`config.mk`:
```
export PLATFORM = sky130hd
export DESIGN_NAME = mole_array_ctrl
export DESIGN_NICKNAME = d
export VERILOG_FILES = /design/src/rtl/mole_array_ctrl.sv
export SDC_FILE = /design/constraint.sdc
export NUM_CORES = 1
export LEC_CHECK = 0
export BUFFER_PORTS_ARGS = -buffer_cell sky130_fd_sc_hd__buf_2
export CORE_MARGIN = 4
export CORE_UTILIZATION = 47
export DETAILED_ROUTE_END_ITERATION = 6
export PLACE_DENSITY_LB_ADDON = 0.3
export SLEW_MARGIN = 10
export SYNTH_ARGS = -nofsm -noshare
export SYNTH_HDL_FRONTEND = slang
export SYNTH_SLANG_ARGS = --single-unit
```
`constraint.sdc`:
```
create_clock -name clock -period 9 [get_ports clock]
set_input_delay 0.45 -clock clock [delete_from_list [all_inputs] [get_ports clock]]
set_output_delay 0.45 -clock clock [all_outputs]
set_load 0.02 [all_outputs]
```
`src/rtl/mole_array_ctrl.sv`:
```
// Whack-a-mole array controller: per-mole HIDE/RISE/HOLD/FALL lifecycles and saturating BCD score and rise totals.
// Optional build macro MOLE_HIT_RETREAT_EN: a scored hit in RISE or HOLD sends the mole straight to FALL.
module mole_array_ctrl #(
   parameter int NUM_MOLES  = 8,
   parameter int HEIGHT_W   = 5,
   parameter int MAX_HEIGHT = 20,
   parameter int HOLD_TICKS = 4
) (
   input  logic                          clock,
   input  logic                          Mreset_wait,
   input  logic                          rl_tick,
   input  logic                          wait_tick,
   input  logic [NUM_MOLES-1:0]          go,
   input  logic [NUM_MOLES-1:0]          mole_hit,
   output logic [NUM_MOLES-1:0]          hiding,
   output logic [NUM_MOLES*HEIGHT_W-1:0] mole_height,
   output logic [15:0]                   total_score,
   output logic [15:0]                   total_rise,
   output logic                          score_ovf
);
   typedef enum logic [1:0] {HIDE, RISE, HOLD, FALL} state_t;

   localparam logic [HEIGHT_W-1:0] H_ONE    = HEIGHT_W'(1);
   localparam logic [HEIGHT_W-1:0] H_TOP_M1 = HEIGHT_W'(MAX_HEIGHT - 1);
   localparam logic [2:0]          W_LAST   = 3'(HOLD_TICKS - 1);

   logic [NUM_MOLES-1:0][HEIGHT_W-1:0] height;
   logic [NUM_MOLES-1:0]               rise;
   logic [NUM_MOLES-1:0]               scored;

   for (genvar i = 0; i < NUM_MOLES; i++) begin : g_mole
      state_t              state;
      logic [HEIGHT_W-1:0] hgt;
      logic [2:0]          wait_cnt;
      logic                hide_r;
      logic                hit_done;
      logic                hit_q;
      logic                hit_qq;
      logic                retreat;

      // Hit is judged against the state held at the edge that sees the registered rising edge.
      assign rise[i]   = (state == HIDE) && go[i];
      assign scored[i] = hit_q && !hit_qq && (state != HIDE) && !hit_done;
`ifdef MOLE_HIT_RETREAT_EN
      assign retreat   = scored[i] && ((state == RISE) || (state == HOLD));
`else
      assign retreat   = 1'b0;
`endif
      assign height[i] = hgt;
      assign hiding[i] = hide_r;

      always_ff @(posedge clock or posedge Mreset_wait) begin
         if (Mreset_wait) begin
            state    <= HIDE;
            hgt      <= '0;
            wait_cnt <= '0;
            hide_r   <= 1'b1;
            hit_done <= 1'b0;
            hit_q    <= 1'b0;
            hit_qq   <= 1'b0;
         end else begin
            hit_q  <= mole_hit[i];
            hit_qq <= hit_q;
            if (scored[i]) hit_done <= 1'b1;
            case (state)
               HIDE: begin
                  if (go[i]) begin
                     state    <= RISE;
                     hide_r   <= 1'b0;
                     hit_done <= 1'b0;
                  end
               end
               RISE: begin
                  if (retreat) begin
                     state <= FALL;
                  end else if (rl_tick) begin
                     hgt <= hgt + H_ONE;
                     if (hgt == H_TOP_M1) begin
                        state    <= HOLD;
                        wait_cnt <= '0;
                     end
                  end
               end
               HOLD: begin
                  if (retreat) begin
                     state <= FALL;
                  end else if (wait_tick) begin
                     if (wait_cnt == W_LAST) state <= FALL;
                     else                    wait_cnt <= wait_cnt + 3'd1;
                  end
               end
               FALL: begin
                  // A retreat from RISE can start FALL at height 0, so clamp rather than wrap.
                  if (rl_tick) begin
                     if (hgt <= H_ONE) begin
                        hgt    <= '0;
                        state  <= HIDE;
                        hide_r <= 1'b1;
                     end else begin
                        hgt <= hgt - H_ONE;
                     end
                  end
               end
               default: state <= HIDE;
            endcase
         end
      end
   end

   assign mole_height = height;

   function automatic logic [3:0] popcnt(input logic [NUM_MOLES-1:0] v);
      logic [3:0] c;
      c = '0;
      for (int k = 0; k < NUM_MOLES; k++) c = c + {3'b000, v[k]};
      return c;
   endfunction

   // Returns {decimal carry out of the thousands digit, raw 4-digit BCD sum}.
   function automatic logic [16:0] bcd_add(input logic [15:0] tot, input logic [3:0] inc);
      logic [4:0]  d;
      logic [3:0]  cy;
      logic [15:0] s;
      cy = inc;
      s  = '0;
      for (int k = 0; k < 4; k++) begin
         d = {1'b0, tot[4*k +: 4]} + {1'b0, cy};
         if (d > 5'd9) begin
            s[4*k +: 4] = 4'(d - 5'd10);
            cy          = 4'd1;
         end else begin
            s[4*k +: 4] = d[3:0];
            cy          = 4'd0;
         end
      end
      return {cy[0], s};
   endfunction

   logic [16:0] score_nx;
   logic [16:0] rise_nx;

   always_comb begin
      score_nx = bcd_add(total_score, popcnt(scored));
      rise_nx  = bcd_add(total_rise, popcnt(rise));
   end

   always_ff @(posedge clock or posedge Mreset_wait) begin
      if (Mreset_wait) begin
         total_score <= 16'h0000;
         total_rise  <= 16'h0000;
         score_ovf   <= 1'b0;
      end else begin
         total_score <= score_nx[16] ? 16'h9999 : score_nx[15:0];
         total_rise  <= rise_nx[16]  ? 16'h9999 : rise_nx[15:0];
         if (score_nx[16]) score_ovf <= 1'b1;
      end
   end
endmodule

```
==> flow_summary.toml <==
[run_status]
outcome = "completed"

[placed_design]
hpwl_um = 14700
place.port_buffers = 100
gp_congestion = 0.829

[synth]
synth_nets = 1231
synth_area_per_cell_um2 = 8.97
yosys_warnings = 0
synth_largest_area_cell = "dfrtp_1"
yosysUniqueCellTypes = 64
synthArstFlopShare_pct = 100
netlist_top_cells_area = "dfrtp_1 35%, ha_1 14%, a21oi_1 4.1%"
synth_flop_cell = "dfrtp_1"
synth_edf_count = 0
ys_seq_elements = 145
ys_seq_area_share_pct = 37.1
synth_area_mm2 = 0.00981
synth_cells = 1093
synth_top_area_share_pct = 35.0

[route]
drc = 0
vias_per_cell = 5.40
drtIter0Drc = 426
first_pass_iters = 5
ant_nets = 0
totalWireLength_um = 20300
wl_per_cell_um = 14.0
vias = 7827

[setup_path]
r2r_end = "total_score[1]"
worstPathMaxFanout = 9
cp-start-kind = "register"
slowest_stage = "nor4b_1"
cp.required_ns = 9.30
cpMostUsedCell = "ha_1"
rrSetupSlack_ns = 0.69
worstPathArrival_ns = 8.60
crit_path_end_kind = "register"
max_stage_delay_ns = 0.60
worstSetupPathType = "register to register"
reg2regPathDepth = 30
r2r_start = "g_mole[0].state[0]"

[timing]
slew_headroom_pct = 31.4
setup_violations = 0
skew_ns = 0.00825
post-route-min-period_ns = 8.31
max_freq_mhz = 120
rsz0062_at_grt = "false"
final_hold_viol_count = 0
tightest_slew_ns = 1.03
maxSlewViolCount = 0
setup_tns_ns = 0
timing.final.crit_share_pct = 92.3

[cts]
cts_tree = "yes"
clkTransAtPathRegs_ns = 0.06
cts-root-buf = "clkbuf_16"
cts_buffer_depth = 2
htree_levels = 4
cts_hold_buf = 0
cts_made_buffers = 17
clock_latency_ns = 0.42
clock_sink_count = 145

[power]
power.density_mw_per_mm2 = 343
p_total_mw = 3.79
switching_share_pct = 43.5
pwr-share-clk_pct = 18.7
seqPwrFrac_pct = 28.8
vdd_drop_max_mv = 0.192
p_comb_share_pct = 52.5
power.static_leakage_nw = 5.19
power_switching_mw = 1.65
internal_power_mw = 2.14

[flow_run]
cap_violations = 0

[global_routing]
met2_usage_pct = 28.0
grt_usage_pct = 17.6
gr-usage-met1_pct = 24.5
gr-max-usage-layer = "met2"
grt_pass1_wl_um = 34700
overflow = 0
antenna_found_initial = 0
met3_usage_pct = 4.23
grt_pass1_vias = 7300
grt_max_degree = 83

[floorplanning]
rows = 52
die_h_um = 152
die-area_mm2 = 0.0232
fp.coreArea_mm2 = 0.0204
die_w_um = 152
initial_utilization_pct = 48.2
io_pins = 101

[cells_and_area]
area_growth_pct = 12.6
fin_nets = 1304
drive_gt1_share_pct = 14.3

[min_path]
hold_class = "input pin to async pin"
## power groups by stage
stage	clock network [mW]	registers, mW	logic (mW)
after detailed placement	0	1.10	2.00
final	0.709	1.09	1.99
after global placement	0	1.10	1.94
after CTS	0.724	1.09	2.01
after floorplan	0	1.13	1.50
after global routing	0.754	1.13	2.29
## state kept, by name, indices dropped and copies added (netlist names)
signal           flops
score_ovf            1
g_mole.state        16
g_mole.hit_qq        8
total_score         16
g_mole.hit_q         8
g_mole.hgt          40
total_rise          16
g_mole.wait_cnt     24
g_mole.hit_done      8
g_mole.hide_r        8
## cell usage in the layout (no fill, tap or decap), types with 8 or more instances in the layout
cell         n
inv_1      104
o22ai_1     11
o21a_1      15
o211ai_1    10
a22o_1      17
nor3_1      53
nor2_1      65
nand3_1     32
a211oi_1    13
nor4b_1     11
ha_1       108
o21ai_0     62
nand2b_1    37
o221ai_1    16
fa_1        10
a31oi_1     14
dfstp_2      8
xnor2_1     16
a21oi_1     80
clkbuf_16   17
or3_1       11
nor2b_1     10
a21o_1      12
nand2_1     96
dfrtp_1    137
mux2i_1     13
buf_2      100
## cells in the mapped netlist, types with 3 or more instances
library cell,number
nand2b_1,37
nor3_1,53
dfrtp_1,137
or3_1,11
buf_4,8
a2bb2oi_1,3
a31oi_1,14
xor2_1,3
ha_1,108
nor2b_1,10
buf_2,11
o31ai_1,4
nand3_1,32
a22o_1,17
and2_1,4
fa_1,10
or2_2,6
mux2_2,7
dfstp_2,8
a21o_1,12
o221ai_1,16
nand4_1,3
nor2_1,65
xnor2_1,16
o211ai_1,10
and3_1,5
mux2_1,5
o22ai_1,11
a211o_1,3
o21ai_1,4
a211oi_1,13
nand2_1,96
nor4b_1,11
clkbuf_1,31
mux2i_1,13
a21oi_1,81
o21ai_0,62
inv_1,105
o21a_1,15
## cell families (layout without fill, tap and decap cells)
family                     count (synthesis)  in the layout  share of synthesized area (%)
adders and majority gates                118            118                           15.8
and+or+nand+nor                          343            343                           17.2
buffers and inverters                    155            241                           6.38
muxes                                     25             25                           2.70
AOI/OAI and AO/OA                        288            288                           19.1
other                                      0              1                              0
xor gates and xnor gates                  19             19                           1.70
DFF                                      145            145                           37.1
## routing by layer
layer  vias up  share of wire (%)
met5         -                  0
met4         0                1.2
met2       138                 45
li1       3994                  -
met1      3672                 49
met3        23                4.7
## worst max-delay path, delay by kind of cell (launching register included)
kind / cells / cell delay [ns]
AOI/OAI and AO/OA: 6 / 1.31
xor gates and xnor gates: 1 / 0.24
adders and majority gates: 12 / 4.18
buffers and inverters: 3 / 0.29
DFF: 1 / 0.39
muxes: 1 / 0.30
and+or+nand+nor: 7 / 1.50
## repair_timing
action | in CTS | in global routing
buffers inserted | 0 | 0
setup endpoints to repair | 0 | 14
hold endpoints to repair | 0 | 0
resized for setup | 0 | 1
## how the worst max path moves through the flow
stage	startpoint	to	slack, ns	cells past startpoint
global route	g_mole[0].state[0]	total_score[11]	0.06	28
finish	g_mole[0].state[0]	total_score[1]	0.69	30
global placement	g_mole[0].state[0]	total_rise[6]	0.73	31
floorplan	g_mole[0].state[0]	total_rise[12]	1.41	32
detailed placement	g_mole[0].state[0]	total_rise[6]	0.49	31
CTS	g_mole[0].state[0]	total_rise[6]	0.44	31
## stage by stage
step	instances	util, %	hold WS, ns	cell area (um2)	setup WS (ns)
2_1_floorplan	1093	-	0.367	9810	1.41
3_3_place_gp	1417	51.3	0.386	10400	0.734
3_5_place_dp	1417	51.3	0.392	10400	0.486
4_1_cts	1449	54.2	0.114	11000	0.436
5_1_grt	1449	54.2	0.113	11000	0.0610
6_report	1450	54.2	0.106	11000	0.694
## cell type report
cell class                      instances  area, um2
Fill cell                            1832       9320
Multi-Input combinational cell        793       5550
Clock buffer                           22        484
Tap cell                              270        338
Inverter                              105        399
Sequential cell                       145       3640
Antenna cell                            1       2.50
Clock inverter                         10        108
Timing Repair Buffer                  104        531
(Power assumes the default switching activity.)
